## src/rtl/mod9_sequence_monitor_if.sv

```systemverilog
// Bundles the sample inputs and status outputs of the mod-9 sequence monitor.
// The master modport drives samples; the slave modport is the monitor itself.
interface mod9_sequence_monitor_if #(
    parameter int LAP_W = 8
);
    logic             i_clear;
    logic             i_en;
    logic [3:0]       i_q_in;
    logic [3:0]       o_count_out;
    logic             o_tc;
    logic             o_wrap;
    logic [LAP_W-1:0] o_lap_count;
    logic             o_lap_sat;
    logic             o_fault;
    logic [1:0]       o_err_code;

    modport master (
        output i_clear, i_en, i_q_in,
        input  o_count_out, o_tc, o_wrap, o_lap_count, o_lap_sat, o_fault, o_err_code
    );

    modport slave (
        input  i_clear, i_en, i_q_in,
        output o_count_out, o_tc, o_wrap, o_lap_count, o_lap_sat, o_fault, o_err_code
    );
endinterface

```

## src/rtl/mod9_sequence_monitor.sv

```systemverilog
// Watches a mod-9 counter value stream, counts 8->0 laps (saturating) and latches
// a sticky fault on an illegal value or a broken sequence until reset or clear.
module mod9_sequence_monitor #(
    parameter int LAP_W = 8
) (
    input  logic                    i_clock,
    input  logic                    i_reset,
    mod9_sequence_monitor_if.slave  bus
);
    typedef enum logic [1:0] {
        ST_INIT  = 2'd0,
        ST_TRACK = 2'd1,
        ST_FAULT = 2'd2
    } state_t;

    localparam logic [LAP_W-1:0] LAP_MAX  = {LAP_W{1'b1}};
    localparam logic [LAP_W-1:0] LAP_ONE  = {{(LAP_W-1){1'b0}}, 1'b1};
    localparam logic [1:0]       ERR_NONE = 2'b00;
    localparam logic [1:0]       ERR_ILL  = 2'b01;
    localparam logic [1:0]       ERR_SEQ  = 2'b10;

    // Successor of a legal mod-9 value.
    function automatic logic [3:0] f_next_value(input logic [3:0] v);
        f_next_value = (v == 4'd8) ? 4'd0 : (v + 4'd1);
    endfunction

    state_t           r_state;
    logic [3:0]       r_count_out;
    logic             r_tc;
    logic             r_wrap;
    logic [LAP_W-1:0] r_lap_count;
    logic             r_lap_sat;
    logic             r_fault;
    logic [1:0]       r_err_code;

    logic             w_illegal;
    logic             w_in_seq;
    logic             w_is_wrap;

    assign w_illegal = (bus.i_q_in > 4'd8);
    assign w_in_seq  = (bus.i_q_in == f_next_value(r_count_out));
    assign w_is_wrap = (r_count_out == 4'd8) && (bus.i_q_in == 4'd0);

    // State machine and all registered outputs; reset dominates clear, clear dominates en.
    always_ff @(posedge i_clock) begin
        if (i_reset || bus.i_clear) begin
            r_state     <= ST_INIT;
            r_count_out <= 4'd0;
            r_tc        <= 1'b0;
            r_wrap      <= 1'b0;
            r_lap_count <= {LAP_W{1'b0}};
            r_lap_sat   <= 1'b0;
            r_fault     <= 1'b0;
            r_err_code  <= ERR_NONE;
        end else begin
            r_wrap <= 1'b0;
            case (r_state)
                ST_INIT: begin
                    if (!bus.i_en) begin
                        r_state <= ST_INIT;
                    end else if (w_illegal) begin
                        r_state    <= ST_FAULT;
                        r_fault    <= 1'b1;
                        r_err_code <= ERR_ILL;
                    end else begin
                        r_state     <= ST_TRACK;
                        r_count_out <= bus.i_q_in;
                        r_tc        <= (bus.i_q_in == 4'd8);
                    end
                end
                ST_TRACK: begin
                    if (!bus.i_en) begin
                        r_state <= ST_TRACK;
                    end else if (w_illegal) begin
                        r_state    <= ST_FAULT;
                        r_fault    <= 1'b1;
                        r_err_code <= ERR_ILL;
                    end else if (w_in_seq) begin
                        r_count_out <= bus.i_q_in;
                        r_tc        <= (bus.i_q_in == 4'd8);
                        if (w_is_wrap) begin
                            r_wrap <= 1'b1;
                            if (r_lap_count != LAP_MAX) begin
                                r_lap_count <= r_lap_count + LAP_ONE;
                                // Sticky flag rises on the same edge the counter hits max.
                                if (r_lap_count == (LAP_MAX - LAP_ONE)) begin
                                    r_lap_sat <= 1'b1;
                                end else begin
                                    r_lap_sat <= r_lap_sat;
                                end
                            end else begin
                                r_lap_count <= r_lap_count;
                            end
                        end else begin
                            r_wrap <= 1'b0;
                        end
                    end else begin
                        r_state    <= ST_FAULT;
                        r_fault    <= 1'b1;
                        r_err_code <= ERR_SEQ;
                    end
                end
                ST_FAULT: begin
                    r_state <= ST_FAULT;
                end
                default: begin
                    r_state <= ST_INIT;
                end
            endcase
        end
    end

    assign bus.o_count_out = r_count_out;
    assign bus.o_tc        = r_tc;
    assign bus.o_wrap      = r_wrap;
    assign bus.o_lap_count = r_lap_count;
    assign bus.o_lap_sat   = r_lap_sat;
    assign bus.o_fault     = r_fault;
    assign bus.o_err_code  = r_err_code;
endmodule

```

## src/flat_wrapper.sv

```systemverilog
// flat-port wrapper written by rule: the top's interface ports become plain ports
module mod9_sequence_monitor_flat 
#(
    parameter int LAP_W = 8
)
  (i_clock, i_reset, bus_i_clear, bus_i_en, bus_i_q_in, bus_o_count_out, bus_o_tc, bus_o_wrap, bus_o_lap_count, bus_o_lap_sat, bus_o_fault, bus_o_err_code);
  mod9_sequence_monitor_if #(.LAP_W(LAP_W)) bus_i ();
  input  logic i_clock;
  input  logic i_reset;
  input wire logic [$bits(bus_i.i_clear)-1:0] bus_i_clear;
  input wire logic [$bits(bus_i.i_en)-1:0] bus_i_en;
  input wire logic [$bits(bus_i.i_q_in)-1:0] bus_i_q_in;
  output wire logic [$bits(bus_i.o_count_out)-1:0] bus_o_count_out;
  output wire logic [$bits(bus_i.o_tc)-1:0] bus_o_tc;
  output wire logic [$bits(bus_i.o_wrap)-1:0] bus_o_wrap;
  output wire logic [$bits(bus_i.o_lap_count)-1:0] bus_o_lap_count;
  output wire logic [$bits(bus_i.o_lap_sat)-1:0] bus_o_lap_sat;
  output wire logic [$bits(bus_i.o_fault)-1:0] bus_o_fault;
  output wire logic [$bits(bus_i.o_err_code)-1:0] bus_o_err_code;
  assign bus_i.i_clear = bus_i_clear;
  assign bus_i.i_en = bus_i_en;
  assign bus_i.i_q_in = bus_i_q_in;
  assign bus_o_count_out = bus_i.o_count_out;
  assign bus_o_tc = bus_i.o_tc;
  assign bus_o_wrap = bus_i.o_wrap;
  assign bus_o_lap_count = bus_i.o_lap_count;
  assign bus_o_lap_sat = bus_i.o_lap_sat;
  assign bus_o_fault = bus_i.o_fault;
  assign bus_o_err_code = bus_i.o_err_code;
  mod9_sequence_monitor #(.LAP_W(LAP_W)) u_core (.i_clock(i_clock), .i_reset(i_reset), .bus(bus_i));
endmodule
```

## config.mk

```make
export PLATFORM = sky130hd
export DESIGN_NAME = mod9_sequence_monitor_flat
export DESIGN_NICKNAME = d
export VERILOG_FILES = /design/src/rtl/mod9_sequence_monitor_if.sv /design/src/rtl/mod9_sequence_monitor.sv /design/src/flat_wrapper.sv
export SDC_FILE = /design/constraint.sdc
export NUM_CORES = 1
export LEC_CHECK = 0
export BUFFER_PORTS_ARGS = -buffer_cell sky130_fd_sc_hd__buf_2
export CORE_AREA = 2 2 53 55
export CTS_CLUSTER_SIZE = 30
export DETAILED_ROUTE_END_ITERATION = 7
export DIE_AREA = 0 0 55 57
export GPL_ROUTABILITY_DRIVEN = 0
export GPL_TIMING_DRIVEN = 0
export PLACE_DENSITY = 0.73
export SETUP_SLACK_MARGIN = 0.4
export SYNTH_ARGS = -nofsm -noshare
export SYNTH_HDL_FRONTEND = slang
export SYNTH_SLANG_ARGS = --single-unit
```

## constraint.sdc

```tcl
create_clock -name i_clock -period 2.1 [get_ports i_clock]
set_input_delay 0.105 -clock i_clock [delete_from_list [all_inputs] [get_ports i_clock]]
set_output_delay 0.105 -clock i_clock [all_outputs]
set_load 0.01 [all_outputs]
```

==> Implementation_results.wiki, run 1 <==
{| class="wikitable"
! Metric !! Value
|-
| Outcome || complete, no violations
|-
| Number of antenna violations at the first check in global routing || 0
|-
| Initial standard-cell utilization of the core || a little over two fifths
|-
| Count of input and output buffers || 24
|-
| Final-layout worst hold slack || 0.06677 ns
|-
| Filler Cells Inserted || ~220
|-
| WL final || about 2700 um
|-
| Setup violation total in the final timing report || 0
|-
| Clock input transition at the sequential cells of the worst setup and hold paths || roughly 0.12 ns
|-
| Vias/cell || ~5.5
|-
| Total negative slack for setup checks || 0 ns
|-
| Synthesized netlist cell count || 125
|-
| Maximum fanout count along the critical path || 6
|-
| Dominant combinational cell family by area after synthesis || simple AND/OR/NAND/NOR gates
|-
| Type of the worst setup path || register to register
|-
| TritonRoute pass-1 iters || 4
|-
| Maximum number of pins on one net before global-route repair || 12
|-
| Overall via count from detail_route || 1068
|-
| Relative contribution of combinational cells to total power || between 15 and 20%
|-
| Total count of hold-check failures in the final report || 0
|-
| Top-area cell type share of the netlist area || between 30% and 40%
|-
| Yosys warns || 0
|-
| Fraction of the yosys area taken by sequential cells || roughly a third
|-
| Post-synthesis mux area share || 1.754%
|-
| Slack of the critical path || 0.1040 ns
|-
| H-tree levels || 1
|-
| Net switching power || roughly 190 uW
|-
| Clk network pwr share || about a third
|-
| Nets in the synthesized netlist || approximately 140
|-
| Total Power Consumption || a little over 700 uW
|-
| Total number of nets in the final design || between 150 and 200
|-
| Number of synthesized flops with an enable pin || 0
|-
| Remaining Overflow, GRT || 0
|-
| Number of placed instances, taps included || 180
|-
| Crit path launch type || register
|-
| Clock Tree Root || sky130_fd_sc_hd__clkbuf_4
|-
| Cell row count || 19
|-
| # DRC || 0
|-
| Worst-Margin Slew || approximately 0.57 ns
|-
| Antenna Diode Count || 0
|-
| Area added between synthesis and finish || 35.31%
|-
| Maximum clock frequency || about 500 MHz
|-
| Vias in the first global route || about 1000
|-
| Unrepaired setup endpoints after global routing || yes
|-
| Largest cells by area after synthesis || sky130_fd_sc_hd__dfxtp_1 (35%), sky130_fd_sc_hd__ha_1 (4.4%), sky130_fd_sc_hd__a21oi_1 (3.9%)
|-
| Switching Share || between 20% and 30%
|-
| Inserted Clock Buffers || 3
|-
| Post-synthesis sequential element count || 20
|-
| Count of antenna-violating nets left after detailed routing || 0
|-
| Die width || about 55 um
|-
| Post-synthesis share of cell area spent on xor and xnor gates || under 10%
|-
| Gate family responsible for the most delay along the worst path || compound AO/OA/AOI/OAI gates
|-
| All-layer global routing usage || 18.83%
|-
| Pre-CTS setup slack || 0.07715 ns
|-
| CTS tree || built
|-
| Fin Clk Skew || about 0.0046 ns
|-
| Leak || about 0.0006 uW
|-
| Share of synthesized registers carrying an async set or reset || 0%
|-
| Chain of cells forming the critical path || inv_4 -> ha_4 -> a21bo_1 -> mux2i_4 -> xnor2_4 -> and4_1 -> buf_6 -> a31oi_1 -> a41o_1
|-
| Drt first-iter violations || 15
|-
| I/O pin count || 26
|-
| Post-synthesis cell type count || between 40 and 50
|-
| Slew Viols, Final || 0
|-
| Layout cells sized above 1 || 41.36%
|-
| Vert. Die Dim || about 57 um
|-
| Clock latency of the later-clocked register in the worst-skew pair || 0.30 ns
|-
| Adder-Cell Fraction of Synth Area || under 10%
|-
| Portion of total power attributed to sequential cells || 53.4%
|-
| Die Footprint || 0.003135 mm2
|-
| P per Cell Area || between 400 and 500 mW/mm2
|-
| Top flip-flop cell by instance count after synthesis || sky130_fd_sc_hd__dfxtp_1
|-
| Cell type of the slowest stage on the worst timing path || sky130_fd_sc_hd__dfxtp_4
|-
| Mean routed wirelength per cell || roughly 14 um
|-
| Headroom to the max-slew limit || 62.02%
|-
| Global-route wire length before repair || ~4300 um
|-
| Cell accounting for the most synthesized area || sky130_fd_sc_hd__dfxtp_1
|-
| Data arrival time of the critical path || between 2 and 2.5 ns
|-
| Post-detail-place hpwl || 1867 um
|-
| Final Cycle Share || 95.05%
|-
| Clock Sink Count || 20
|-
| Cell area after technology mapping || 0.001141 mm2
|-
| Maxcap violations || 0
|-
| Average instance area after synthesis || about 9 um2
|-
| Basic-gate share of the synthesized area counting and, or, nand and nor cells || between 20% and 30%
|-
| Worst path buffer plus inverter count || 2
|-
| Crit. End Element || register
|-
| Buffer depth of the longest clock path || 2
|-
| Area fraction in compound gates after synthesis || about a fifth
|-
| Delay of the slowest critical-path stage || 0.41 ns
|-
| Internal cell power || around 540 uW
|-
| Post-Layout Cell Count || 193
|-
| Min Clock Period, post-route || between 1.5 and 2 ns
|-
| Core area || 0.002615 mm2
|-
| Hold-fix buffers, CTS || 0
|-
| Peak ir drop on the vdd network || ~0.52 mV
|-
| Class of the tightest hold or removal check || primary input to register
|-
| Worst endpoint required time || ~2.3 ns
|}
[power by group through the flow]
stage | combinational (uW) | sequential (uW) | clock, uW
6_report | 111 | 388 | 229
5_1_grt | 120 | 389 | 241
4_1_cts | 105 | 388 | 230
3_5_place_dp | 84.7 | 397 | 0
3_3_place_gp | 82.2 | 396 | 0
2_1_floorplan | 58.6 | 397 | 0
[flip-flops by register name (all words and copies together) (netlist names)]
name and cells:
u_core.r_state 2, u_core.bus.o_lap_count 8, u_core.bus.o_fault 1, u_core.bus.o_count_out 4
u_core.bus.o_wrap 1, u_core.bus.o_tc 1, u_core.bus.o_err_code 2, u_core.bus.o_lap_sat 1
[worst register-to-register path, cell delays in order, from the launching register on]
cell	delay, ns
sky130_fd_sc_hd__dfxtp_4	0.41
sky130_fd_sc_hd__inv_4	0.05
sky130_fd_sc_hd__ha_4	0.16
sky130_fd_sc_hd__a21bo_1	0.19
sky130_fd_sc_hd__mux2i_4	0.21
sky130_fd_sc_hd__xnor2_4	0.20
sky130_fd_sc_hd__and4_1	0.26
sky130_fd_sc_hd__buf_6	0.13
sky130_fd_sc_hd__a31oi_1	0.09
sky130_fd_sc_hd__a41o_1	0.21
[routing by layer]
| metal | vias to the layer above | global-route usage (%) | share of wire (%) |
|---|---|---|---|
| met1 | 505 | 23.79 | 45 |
| met3 | 10 | 4.188 | 3.9 |
| met5 | - | 0 | 0 |
| li1 | 529 | - | - |
| met4 | 0 | 10.80 | 3.1 |
| met2 | 24 | 28.91 | 48 |
[final timing paths]
| check | slack, ns | cells after the start | from | end |
|---|---|---|---|---|
| setup / recovery | 0.10 | 9 | u_core.bus.o_count_out[0]$_SDFFE_PP0P_ | u_core.bus.o_lap_count[6]$_SDFFE_PP0P_ |
| hold / removal | 0.07 | 3 | bus_i_q_in[1] | u_core.bus.o_count_out[1]$_SDFFE_PP0P_ |
| setup reg to reg | 0.10 | 9 | u_core.bus.o_count_out[0]$_SDFFE_PP0P_ | u_core.bus.o_lap_count[6]$_SDFFE_PP0P_ |
| hold reg to reg | 0.47 | 2 | u_core.bus.o_fault$_SDFFE_PP0P_ | u_core.bus.o_fault$_SDFFE_PP0P_ |
[area by class of cell]
type                       count  area [um2]  area share (%)
inverter                       7       28.78           1.864
clock buffer                   4       36.28           2.350
sequential                    20       407.9           26.42
tap                           31       38.79           2.512
buffer                         4       22.52           1.459
timing repair buffer          33       195.2           12.64
multi-input combinational     94       814.5           52.76
[cells in the mapped netlist (all sizes together), types with 3 or more instances]
cell type,instances
and4,3
a21oi,10
nand2,11
a31oi,3
inv,7
and2,3
nand3,6
xnor2,5
nor2,8
ha,4
o21ai,5
dfxtp,20
or3,5
[stage by stage]
step	util (%)	area, um2
detailed placement	50.86	1330
floorplan	-	1171
CTS	58.04	1518
global route	59.04	1544
global placement	50.86	1330
finish	59.04	1544
[cell families (layout without fill, tap and decap cells)]
family | count (synthesis) | count (layout)
and+or+nand+nor | 52 | 52
DFF | 20 | 20
xor gates and xnor gates | 5 | 5
adders and majority gates | 4 | 4
buffers and inverters | 11 | 48
AOI/OAI and AO/OA | 31 | 31
muxes | 2 | 2
[cells in the final DEF, fill, tap and decap left out, types with 2 or more instances in the layout]
master,n
sky130_fd_sc_hd__nor2_1,8
sky130_fd_sc_hd__nand3_1,6
sky130_fd_sc_hd__nor3b_2,2
sky130_fd_sc_hd__o221a_1,2
sky130_fd_sc_hd__inv_1,5
sky130_fd_sc_hd__nand3b_1,2
sky130_fd_sc_hd__a31oi_4,2
sky130_fd_sc_hd__dfxtp_4,2
sky130_fd_sc_hd__xnor2_2,2
sky130_fd_sc_hd__and2_1,3
sky130_fd_sc_hd__a21oi_1,6
sky130_fd_sc_hd__nand2_1,11
sky130_fd_sc_hd__ha_4,2
sky130_fd_sc_hd__or3_1,3
sky130_fd_sc_hd__buf_2,24
sky130_fd_sc_hd__ha_1,2
sky130_fd_sc_hd__or3_4,2
sky130_fd_sc_hd__clkbuf_1,2
sky130_fd_sc_hd__buf_6,3
sky130_fd_sc_hd__clkbuf_4,3
sky130_fd_sc_hd__xnor2_1,2
sky130_fd_sc_hd__o21ai_0,3
sky130_fd_sc_hd__a21oi_2,3
sky130_fd_sc_hd__buf_4,7
sky130_fd_sc_hd__dfxtp_1,18
sky130_fd_sc_hd__and4_1,2
[what timing repair did]
| action | CTS | global route |
|---|---|---|
| cloned | 0 | 0 |
| endpoints found under the hold margin | 0 | 0 |
| buffers inserted | 8 | 1 |
| gates resized for setup | 14 | 5 |
| setup endpoints to repair | 19 | 19 |
| pin swaps | 8 | 5 |
Power figures use the tool's default switching activity.
==> run 2, diff against run 1 <==
SETUP_SLACK_MARGIN = 0.5   (was 0.4)
==> run 2 against run 1 <==
Non-clock buffer count increased by 1. Clock-buffer cell count did not move. Clock power shrank 17%. Wire length rose by 8.8%.
==> Implementation_results.wiki, run 2 (same netlist as run 1, synthesis figures left out) <==
{| class="wikitable"
! Metric !! Value
|-
| Type of the worst setup path || register to register
|-
| Total area of multi-input combinational cells || 847.1 um2 (+4.0%)
|-
| Area added between synthesis and finish || 37.61%
|-
| Initial standard-cell utilization of the core || 43.64% (unchanged)
|-
| Cell row count || 19 (unchanged)
|-
| All-layer global routing usage || 19.41% (+0.59 points)
|-
| Total Power Consumption || 692.8 uW (-4.8%)
|-
| Clock Tree Root || sky130_fd_sc_hd__clkbuf_4
|-
| Clock input transition at the sequential cells of the worst setup and hold paths || 0.12 ns (about the same)
|-
| Drt first-iter violations || 28 (+13)
|-
| Max FFs per register || 8 (unchanged)
|-
| Core area || 0.002615 mm2 (unchanged)
|-
| Remaining Overflow, GRT || 0 (unchanged)
|-
| Filler Cells Inserted || 228 (+4.6%)
|-
| Total count of hold-check failures in the final report || 0 (unchanged)
|-
| Crit. End Element || register
|-
| Final-layout worst hold slack || 0.08872 ns (+0.02195 ns)
|-
| Top library cells by usage in the layout, fill and taps aside || sky130_fd_sc_hd__buf_2 (24), sky130_fd_sc_hd__dfxtp_1 (18), sky130_fd_sc_hd__nand2_1 (11)
|-
| WL final || 2886 um (+8.8%)
|-
| TritonRoute pass-1 iters || 4 (unchanged)
|-
| Most frequent standard cell in the layout excluding fill and tap cells || sky130_fd_sc_hd__buf_2
|-
| Maximum clock frequency || 486.2 MHz (-3.0%)
|-
| Post-detail-place hpwl || 1875 um (+0.44%)
|-
| Post-Layout Cell Count || 194 (+0.52%)
|-
| Slew Viols, Final || 0 (unchanged)
|-
| Worst-Margin Slew || 0.6057 ns (+0.03604 ns)
|-
| Final Cycle Share || 97.94% (+2.9 points)
|-
| Antenna Diode Count || 0 (unchanged)
|-
| Clock Sink Count || 20 (unchanged)
|-
| Overall via count from detail_route || 1089 (+2.0%)
|-
| Unrepaired setup endpoints after global routing || yes
|-
| Fin Clk Skew || 0.008409 ns (+0.003808 ns)
|-
| Mean routed wirelength per cell || 14.88 um (+8.3%)
|-
| I/O pin count || 26 (unchanged)
|-
| Vias/cell || 5.613 (+1.4%)
|-
| Global-route wire length before repair || 4471 um (+4.4%)
|-
| Number of placed instances, taps included || 180 (unchanged)
|-
| Vert. Die Dim || 57 um (unchanged)
|-
| Min Clock Period, post-route || 2.057 ns (+0.06078 ns)
|-
| Total negative slack for setup checks || 0 ns (unchanged)
|-
| Hold-fix buffers, CTS || 0 (unchanged)
|-
| Class of the tightest hold or removal check || primary input to register
|-
| Vias in the first global route || 997 (+2.7%)
|-
| Data arrival time of the critical path || 2.25 ns (+0.05 ns)
|-
| Sum of routed wire segments on met1 || 1229 um (+3.0%)
|-
| Crit path launch type || register
|-
| P per Cell Area || 441.2 mW/mm2 (-6.4%)
|-
| # DRC || 0 (unchanged)
|-
| Die Footprint || 0.003135 mm2 (unchanged)
|-
| Clock latency of the later-clocked register in the worst-skew pair || 0.30 ns (about the same)
|-
| Buffer depth of the longest clock path || 2 (unchanged)
|-
| Count of antenna-violating nets left after detailed routing || 0 (unchanged)
|-
| Met3 routed WL || 81 um (-21%)
|-
| Worst endpoint required time || 2.30 ns (about the same)
|-
| Number of antenna violations at the first check in global routing || 0 (unchanged)
|-
| Maximum fanout count along the critical path || 7 (+1)
|-
| H-tree levels || 1 (unchanged)
|-
| Inserted Clock Buffers || 3 (unchanged)
|-
| Peak ir drop on the vdd network || 0.4022 mV (-22%)
|-
| Pre-CTS setup slack || 0.08408 ns (+0.006932 ns)
|-
| Slack of the critical path || 0.04324 ns (-0.06078 ns)
|-
| Total number of nets in the final design || 176 (+0.57%)
|-
| Flip-flop and latch area || 407.9 um2 (unchanged)
|-
| Count of input and output buffers || 24 (unchanged)
|-
| Die width || 55 um (unchanged)
|-
| Outcome || complete, no violations
|-
| CTS tree || built
|-
| Maxcap violations || 0 (unchanged)
|-
| Headroom to the max-slew limit || 59.62% (-2.4 points)
|-
| Setup violation total in the final timing report || 0 (unchanged)
|-
| Maximum number of pins on one net before global-route repair || 12 (unchanged)
|-
| Leak || 0.0006105 uW (+0.71%)
|-
| Highest metal layer with signal wires || met4
|-
| Layout cells sized above 1 || 42.94% (+1.6 points)
|-
| Met2 wirelength from detailed routing || 1560 um (+23%)
|}
-- run 2: layout make-up --
type                       count  share of cell area [%]
tap                           31                   2.470
sequential                    20                   25.98
inverter                       7                   1.833
buffer                         4                   1.434
timing repair buffer          34                   12.67
multi-input combinational     94                   53.94
clock buffer                   4                   1.673
-- run 2: path summary, 6_finish.rpt --
kind | from | endpoint | slack (ns) | cells after the start
setup / recovery | u_core.bus.o_count_out[0]$_SDFFE_PP0P_ | u_core.bus.o_count_out[3]$_SDFFE_PP0P_ | 0.04 | 8
hold / removal | bus_i_q_in[1] | u_core.bus.o_count_out[1]$_SDFFE_PP0P_ | 0.09 | 3
setup reg to reg | u_core.bus.o_count_out[0]$_SDFFE_PP0P_ | u_core.bus.o_count_out[3]$_SDFFE_PP0P_ | 0.04 | 8
hold reg to reg | u_core.bus.o_fault$_SDFFE_PP0P_ | u_core.bus.o_fault$_SDFFE_PP0P_ | 0.45 | 2
-- run 2: worst max-delay path, stage by stage (launching register included) --
cell and delay (ns):
sky130_fd_sc_hd__dfxtp_4 0.39, sky130_fd_sc_hd__inv_4 0.07, sky130_fd_sc_hd__ha_4 0.13, sky130_fd_sc_hd__nand3b_1 0.23, sky130_fd_sc_hd__and3_4 0.27, sky130_fd_sc_hd__o21a_4 0.24, sky130_fd_sc_hd__a31oi_4 0.30, sky130_fd_sc_hd__nor3b_2 0.09
sky130_fd_sc_hd__o221a_1 0.22
-- run 2: repair_timing --
action                                  CTS  global route
setup buffers                             4             6
pin swaps                                 6            12
endpoints found under the setup margin   20            20
resized for setup                        11            13
-- run 2: routing by layer --
| metal | GRT usage [%] | vias up |
|---|---|---|
| met5 | 0 | - |
| met4 | 8.014 | 0 |
| met3 | 2.880 | 2 |
| met2 | 32.14 | 17 |
| met1 | 24.67 | 532 |
| li1 | - | 538 |
-- run 2: per-stage QoR --
| step | area (um2) | utilization [%] |
|---|---|---|
| 5_1_grt | 1570 | 60.05 |
| 6_report | 1570 | 60.05 |
| 3_3_place_gp | 1330 | 50.86 |
| 4_1_cts | 1458 | 55.74 |
| 3_5_place_dp | 1330 | 50.86 |
| 2_1_floorplan | 1171 | - |
-- run 2: power breakdown --
part | switching, uW | internal [uW]
Clock | 117 | 73.9
Combinational | 65.9 | 47.2
Sequential | 6.18 | 382
Total | 189 | 503
